===== src/rtl/pulse_meas_pkg.sv =====
// Shared types and constants for the pulse measurement scheduler.
package pulse_meas_pkg;

    localparam int PM_DATA_W = 32;
    localparam int PM_CNT_W  = 4;

    typedef enum logic [2:0] {
        S_IDLE,
        S_SWITCH,
        S_SETTLE,
        S_WAIT_DLY,
        S_CAPTURE
    } pm_state_e;

endpackage


===== src/rtl/pulse_result_regs.sv =====
// Per-channel result file: one capture write port, one registered read port.
// A read and a write to the same entry in one cycle returns the old value.
module pulse_result_regs
    import pulse_meas_pkg::*;
#(
    parameter int NUM_CH = 4,
    parameter int CH_W   = 2
) (
    input  logic                 clk,
    input  logic                 rst,
    input  logic                 wr_en,
    input  logic [CH_W-1:0]      wr_ch,
    input  logic [PM_DATA_W-1:0] wr_period,
    input  logic [PM_DATA_W-1:0] wr_width,
    input  logic [CH_W-1:0]      rd_ch,
    output logic [PM_DATA_W-1:0] rd_period,
    output logic [PM_DATA_W-1:0] rd_width,
    output logic                 rd_valid
);

    logic [NUM_CH-1:0][PM_DATA_W-1:0] period_q, width_q;
    logic [NUM_CH-1:0]                valid_q;
    logic [PM_DATA_W-1:0]             rd_period_q, rd_width_q;
    logic                             rd_valid_q;

    // Storage array; a zero period marks the entry invalid
    always_ff @(posedge clk or posedge rst) begin
        if (rst) begin
            period_q <= '0;
            width_q  <= '0;
            valid_q  <= '0;
        end else if (wr_en) begin
            period_q[wr_ch] <= wr_period;
            width_q[wr_ch]  <= wr_width;
            valid_q[wr_ch]  <= |wr_period;
        end
    end

    // Registered read samples the pre-write contents
    always_ff @(posedge clk or posedge rst) begin
        if (rst) begin
            rd_period_q <= '0;
            rd_width_q  <= '0;
            rd_valid_q  <= 1'b0;
        end else if (int'(rd_ch) < NUM_CH) begin
            rd_period_q <= period_q[rd_ch];
            rd_width_q  <= width_q[rd_ch];
            rd_valid_q  <= valid_q[rd_ch];
        end else begin
            rd_period_q <= '0;
            rd_width_q  <= '0;
            rd_valid_q  <= 1'b0;
        end
    end

    assign rd_period = rd_period_q;
    assign rd_width  = rd_width_q;
    assign rd_valid  = rd_valid_q;

endmodule


===== src/rtl/pulse_meas_sched.sv =====
// Round-robin scheduler sharing one period/width measurement unit across
// NUM_CH pulse inputs. Optional channel mask: define PULSE_SCHED_MASK_EN.
module pulse_meas_sched
    import pulse_meas_pkg::*;
#(
    parameter int NUM_CH       = 4,
    parameter int CH_W         = 2,
    parameter int SETTLE_GATES = 2,
    parameter int CAP_DLY      = 4
) (
    input  logic                 clk,
    input  logic                 rst,
    input  logic                 ena,
    input  logic                 pulse_1s,
    input  logic [NUM_CH-1:0]    pulse_in,
`ifdef PULSE_SCHED_MASK_EN
    input  logic [NUM_CH-1:0]    ch_mask,
`endif
    output logic                 pulse_sel,
    input  logic [PM_DATA_W-1:0] meas_period,
    input  logic [PM_DATA_W-1:0] meas_width,
    output logic [CH_W-1:0]      cur_ch,
    input  logic [CH_W-1:0]      rd_ch,
    output logic [PM_DATA_W-1:0] rd_period,
    output logic [PM_DATA_W-1:0] rd_width,
    output logic                 rd_valid,
    output logic                 scan_done
);

    localparam logic [PM_CNT_W-1:0] SETTLE_N = PM_CNT_W'(SETTLE_GATES);
    localparam logic [PM_CNT_W-1:0] CAP_N    = PM_CNT_W'(CAP_DLY);

    pm_state_e             state_q, state_d;
    logic [CH_W-1:0]       cur_ch_q, cur_ch_d;
    logic [PM_CNT_W-1:0]   gate_q, gate_d;
    logic [PM_CNT_W-1:0]   dly_q, dly_d;
    logic                  pulse_sel_q;
    logic                  cap_we;
    logic [NUM_CH-1:0]     mask;

`ifdef PULSE_SCHED_MASK_EN
    assign mask = ch_mask;
`else
    assign mask = '1;
`endif

    // Lowest enabled channel
    function automatic logic [CH_W-1:0] first_ch(input logic [NUM_CH-1:0] m);
        logic [CH_W-1:0] r;
        r = '0;
        for (int i = NUM_CH - 1; i >= 0; i--)
            if (m[i]) r = CH_W'(i);
        return r;
    endfunction

    // Next enabled channel after c, wrapping; c itself if it is the only one
    function automatic logic [CH_W-1:0] next_ch(input logic [NUM_CH-1:0] m,
                                                input logic [CH_W-1:0]   c);
        logic [CH_W-1:0] r;
        int              idx;
        r = c;
        for (int k = NUM_CH; k >= 1; k--) begin
            idx = (int'(c) + k) % NUM_CH;
            if (m[idx]) r = CH_W'(idx);
        end
        return r;
    endfunction

    // Highest enabled channel closes a scan
    function automatic logic [CH_W-1:0] last_ch(input logic [NUM_CH-1:0] m);
        logic [CH_W-1:0] r;
        r = '0;
        for (int i = 0; i < NUM_CH; i++)
            if (m[i]) r = CH_W'(i);
        return r;
    endfunction

    // State, channel and counter registers
    always_ff @(posedge clk or posedge rst) begin
        if (rst) begin
            state_q  <= S_IDLE;
            cur_ch_q <= '0;
            gate_q   <= '0;
            dly_q    <= '0;
        end else begin
            state_q  <= state_d;
            cur_ch_q <= cur_ch_d;
            gate_q   <= gate_d;
            dly_q    <= dly_d;
        end
    end

    // Next-state logic; dropping ena aborts from any state without capture
    always_comb begin
        state_d  = state_q;
        cur_ch_d = cur_ch_q;
        gate_d   = gate_q;
        dly_d    = dly_q;
        cap_we   = 1'b0;
        if (!ena) begin
            state_d = S_IDLE;
        end else begin
            unique case (state_q)
                S_IDLE: begin
                    if (|mask) begin
                        state_d  = S_SWITCH;
                        cur_ch_d = first_ch(mask);
                    end
                end
                S_SWITCH: begin
                    // a gate tick landing here is deliberately dropped
                    gate_d  = '0;
                    state_d = S_SETTLE;
                end
                S_SETTLE: begin
                    if (pulse_1s && gate_q != '1) gate_d = gate_q + 1'b1;
                    if (gate_d == SETTLE_N) begin
                        state_d = S_WAIT_DLY;
                        dly_d   = '0;
                    end
                end
                S_WAIT_DLY: begin
                    if (dly_q != '1) dly_d = dly_q + 1'b1;
                    if (dly_d == CAP_N) state_d = S_CAPTURE;
                end
                S_CAPTURE: begin
                    cap_we = 1'b1;
                    if (|mask) begin
                        cur_ch_d = next_ch(mask, cur_ch_q);
                        state_d  = S_SWITCH;
                    end else begin
                        state_d  = S_IDLE;
                    end
                end
                default: state_d = S_IDLE;
            endcase
        end
    end

    // Registered pulse mux, forced low while idle
    always_ff @(posedge clk or posedge rst) begin
        if (rst) pulse_sel_q <= 1'b0;
        else     pulse_sel_q <= (state_d != S_IDLE) ? pulse_in[cur_ch_q] : 1'b0;
    end

    assign pulse_sel = pulse_sel_q;
    assign cur_ch    = cur_ch_q;
    assign scan_done = cap_we && (cur_ch_q == last_ch(mask));

    pulse_result_regs #(
        .NUM_CH (NUM_CH),
        .CH_W   (CH_W)
    ) u_regs (
        .clk       (clk),
        .rst       (rst),
        .wr_en     (cap_we),
        .wr_ch     (cur_ch_q),
        .wr_period (meas_period),
        .wr_width  (meas_width),
        .rd_ch     (rd_ch),
        .rd_period (rd_period),
        .rd_width  (rd_width),
        .rd_valid  (rd_valid)
    );

endmodule

===== config.mk =====
export PLATFORM = sky130hd
export DESIGN_NAME = pulse_meas_sched
export DESIGN_NICKNAME = d
export VERILOG_FILES = /design/src/rtl/pulse_meas_pkg.sv /design/src/rtl/pulse_result_regs.sv /design/src/rtl/pulse_meas_sched.sv
export SDC_FILE = /design/constraint.sdc
export NUM_CORES = 1
export LEC_CHECK = 0
export CELL_PAD_IN_SITES_DETAIL_PLACEMENT = 0
export CELL_PAD_IN_SITES_GLOBAL_PLACEMENT = 1
export CORE_MARGIN = 3
export CORE_UTILIZATION = 50
export DETAILED_ROUTE_END_ITERATION = 8
export PLACE_DENSITY = 0.86
export SLEW_MARGIN = 10
export SYNTH_ARGS = -nofsm -noshare
export SYNTH_HDL_FRONTEND = slang
export SYNTH_SLANG_ARGS = --single-unit

===== constraint.sdc =====
create_clock -name clk -period 24.9 [get_ports clk]
set_input_delay 4.98 -clock clk [delete_from_list [all_inputs] [get_ports clk]]
set_output_delay 4.98 -clock clk [all_outputs]
set_load 0.05 [all_outputs]

==> flow_summary.ini <==
[timing]
setup_violations = 0
fin_ws_ns = 12.66
rsz0062_at_grt = no
hold_violations = 0
fin_skew_ns = 0.01937
maxSlewViolCount = 0
slew_headroom = 0.3481
fmax_mhz = 81.72
tightest_slew_ns = 0.9778
fin_crit_ns = 12.24
tns_ns = 0
finalCritPeriodShare = 0.4915

[cts]
clk_path_buf_depth = 3
cts_tree = yes
path_clk_slew_ns = 0.06
cts-root-buf = clkbuf_16
cts_setup_buffers = 0
clk_latency_ns = 0.50
cts_hold_buf = 0
cts.sinks = 339
postCtsResizedCells = 0
ctsHtreeMaxLevel = 2
cts_made_buffers = 36

[yosys]
synth_area_per_cell_um2 = 17.98
syn-num-nets = 894
yosys_warnings = 0
synth_edf_count = 0
netlist_area_um2 = 14640
synth-seq-area-share = 0.5796
synth_ff_type = dfrtp_1
ys_types = 47
synth-seq-cells = 339
syn_inst = 814
async_flop_share = 1.000

[final_layout]
drive_gt1_frac = 0.4108
diodes = 0
final_common_cell = dfrtp_1
nets = 1035
final_util = 0.6050
synthToLayoutAreaGrowth_pct = 18.96
layout_common_cells = 339 x dfrtp_1, 188 x mux2_4, 140 x clkdlybuf4s50_1

[grt]
grt_util_met2 = 0.2888
busiest_layer = met2
grt_max_degree = 112
global_route.usage.met1 = 0.2687
gr-total-overflow = 0
grt_pass1_vias = 8104
grt_use_total = 0.1834
grt_use_met3 = 0.03582
antenna_found_initial = 1
grt_pass1_wl_um = 45440

[setup_path]
critPathLaunchType = primary input
crit_fanout = 24
crit_required_ns = 19.92
arrival_ns = 7.26
worstRegToRegCells = 5
endpoint_kind = output pin
worstSetupPathType = in2out

[min_path]
min_path_cells = 1
hp-class = reg2reg

[drt]
via_per_inst = 5.458
vias = 7450
drc = 0
antenna_left = 0
drt_wl_total_um = 28210
drt_iter0_drc = 407
wl_per_cell_um = 20.67
drtPass1Iterations = 4

[power_and_ir_drop]
vdd_drop_max_v = 0.00004725
p_leak_nw = 8.745
p_total_mw = 1.343
powerDensity_nw_per_um2 = 77.10

[floorplanning]
start_util = 0.5086
rows = 62
pin_count = 143
core_um2 = 28780
die_x_um = 177.1
die_y_um = 177.1
dieArea_um2 = 31360

[status]
status = finished clean

[placement]
dpl_worst_slack_ns = 12.66
port_buffers = 142
dp_hpwl_um = 16600
routabilityCongestion = 0.7577

[run]
max-cap-violations = 0
[metrics by stage]
stage	cell area (um2)	std cells	hold WS (ns)
after global placement	16260	1301	0.4698
final	17410	1365	0.4935
after detailed placement	16260	1301	0.4869
after global routing	17410	1365	0.5129
after CTS	17410	1365	0.5004
after floorplan	14640	814	0.4589
[synthesized netlist by cell type, types with 4 or more instances]
cell type / number / area share
mux2_4: 188 / 0.19
nand4_1: 6 / 0.0026
o21ai_0: 4 / 0.0014
mux2_2: 72 / 0.055
buf_6: 23 / 0.018
buf_2: 13 / 0.0044
clkbuf_1: 7 / 0.0018
nor2_1: 5 / 0.0013
mux4_2: 66 / 0.10
nor4_1: 9 / 0.0038
nand2_1: 17 / 0.0044
inv_1: 4 / 0.0010
nor3_1: 6 / 0.0021
dfrtp_1: 339 / 0.58
ha_1: 6 / 0.0051
[layer usage]
| layer | share of wire | wire (um) |
|---|---|---|
| met3 | 0.046 | 1291 |
| met4 | 0.014 | 405 |
| met2 | 0.48 | 13420 |
| met1 | 0.46 | 13080 |
| met5 | 0.00046 | 13 |
[sequential cells by signal (all words and copies together) (netlist names)]
signal and flops:
cur_ch 2, state_q 3, gate_q 4, u_regs.rd_valid 1
u_regs.period_q 128, pulse_sel 1, u_regs.rd_width 32, dly_q 4
u_regs.width_q 128, u_regs.valid_q 4, u_regs.rd_period 32
[power breakdown]
group / leakage [nW] / switching [mW] / internal [mW]
sequential: 4.68 / 0.0352 / 0.598
combinational: 3.50 / 0.0924 / 0.103
clock: 0.571 / 0.208 / 0.307
[critical path, cell delays in order]
cell             delay (ns)
clkdlybuf4s50_1        0.56
and3_2                 0.34
nand2_4                0.32
inv_1                  0.21
clkdlybuf4s50_1        0.83
[final cells by class]
cell class	instances	area, um2
Clock buffer	52	1062
Fill cell	2122	11370
Tap cell	384	480.5
Sequential cell	339	8483
Timing Repair Buffer	151	1484
Clock inverter	12	90.09
Multi-Input combinational cell	423	5789
Inverter	4	22.52
[path summary, 6_finish.rpt]
| kind | startpoint | to | slack (ns) |
|---|---|---|---|
| setup / recovery | ena | scan_done | 12.66 |
| hold / removal | u_regs.width_q[96]$_DFFE_PP0P_ | u_regs.width_q[96]$_DFFE_PP0P_ | 0.49 |
| setup reg to reg | state_q[0]$_DFF_PP0_ | u_regs.width_q[40]$_DFFE_PP0P_ | 21.88 |
| hold reg to reg | u_regs.width_q[96]$_DFFE_PP0P_ | u_regs.width_q[96]$_DFFE_PP0P_ | 0.49 |
| max in group asynchronous | rst | u_regs.period_q[122]$_DFFE_PP0P_ | 17.46 |
| min in group asynchronous | rst | u_regs.width_q[65]$_DFFE_PP0P_ | 5.04 |
[kinds of logic after synthesis]
family,count (synthesis),synth area share
AND/OR/NAND/NOR,66,0.02539
flip-flops,339,0.5796
XOR/XNOR,1,0.0005985
buffers and inverters,52,0.02676
multiplexers,329,0.3519
adder cells (fa/ha/maj),6,0.005129
AO/OA/AOI/OAI,21,0.01060
(Power assumes the default switching activity.)
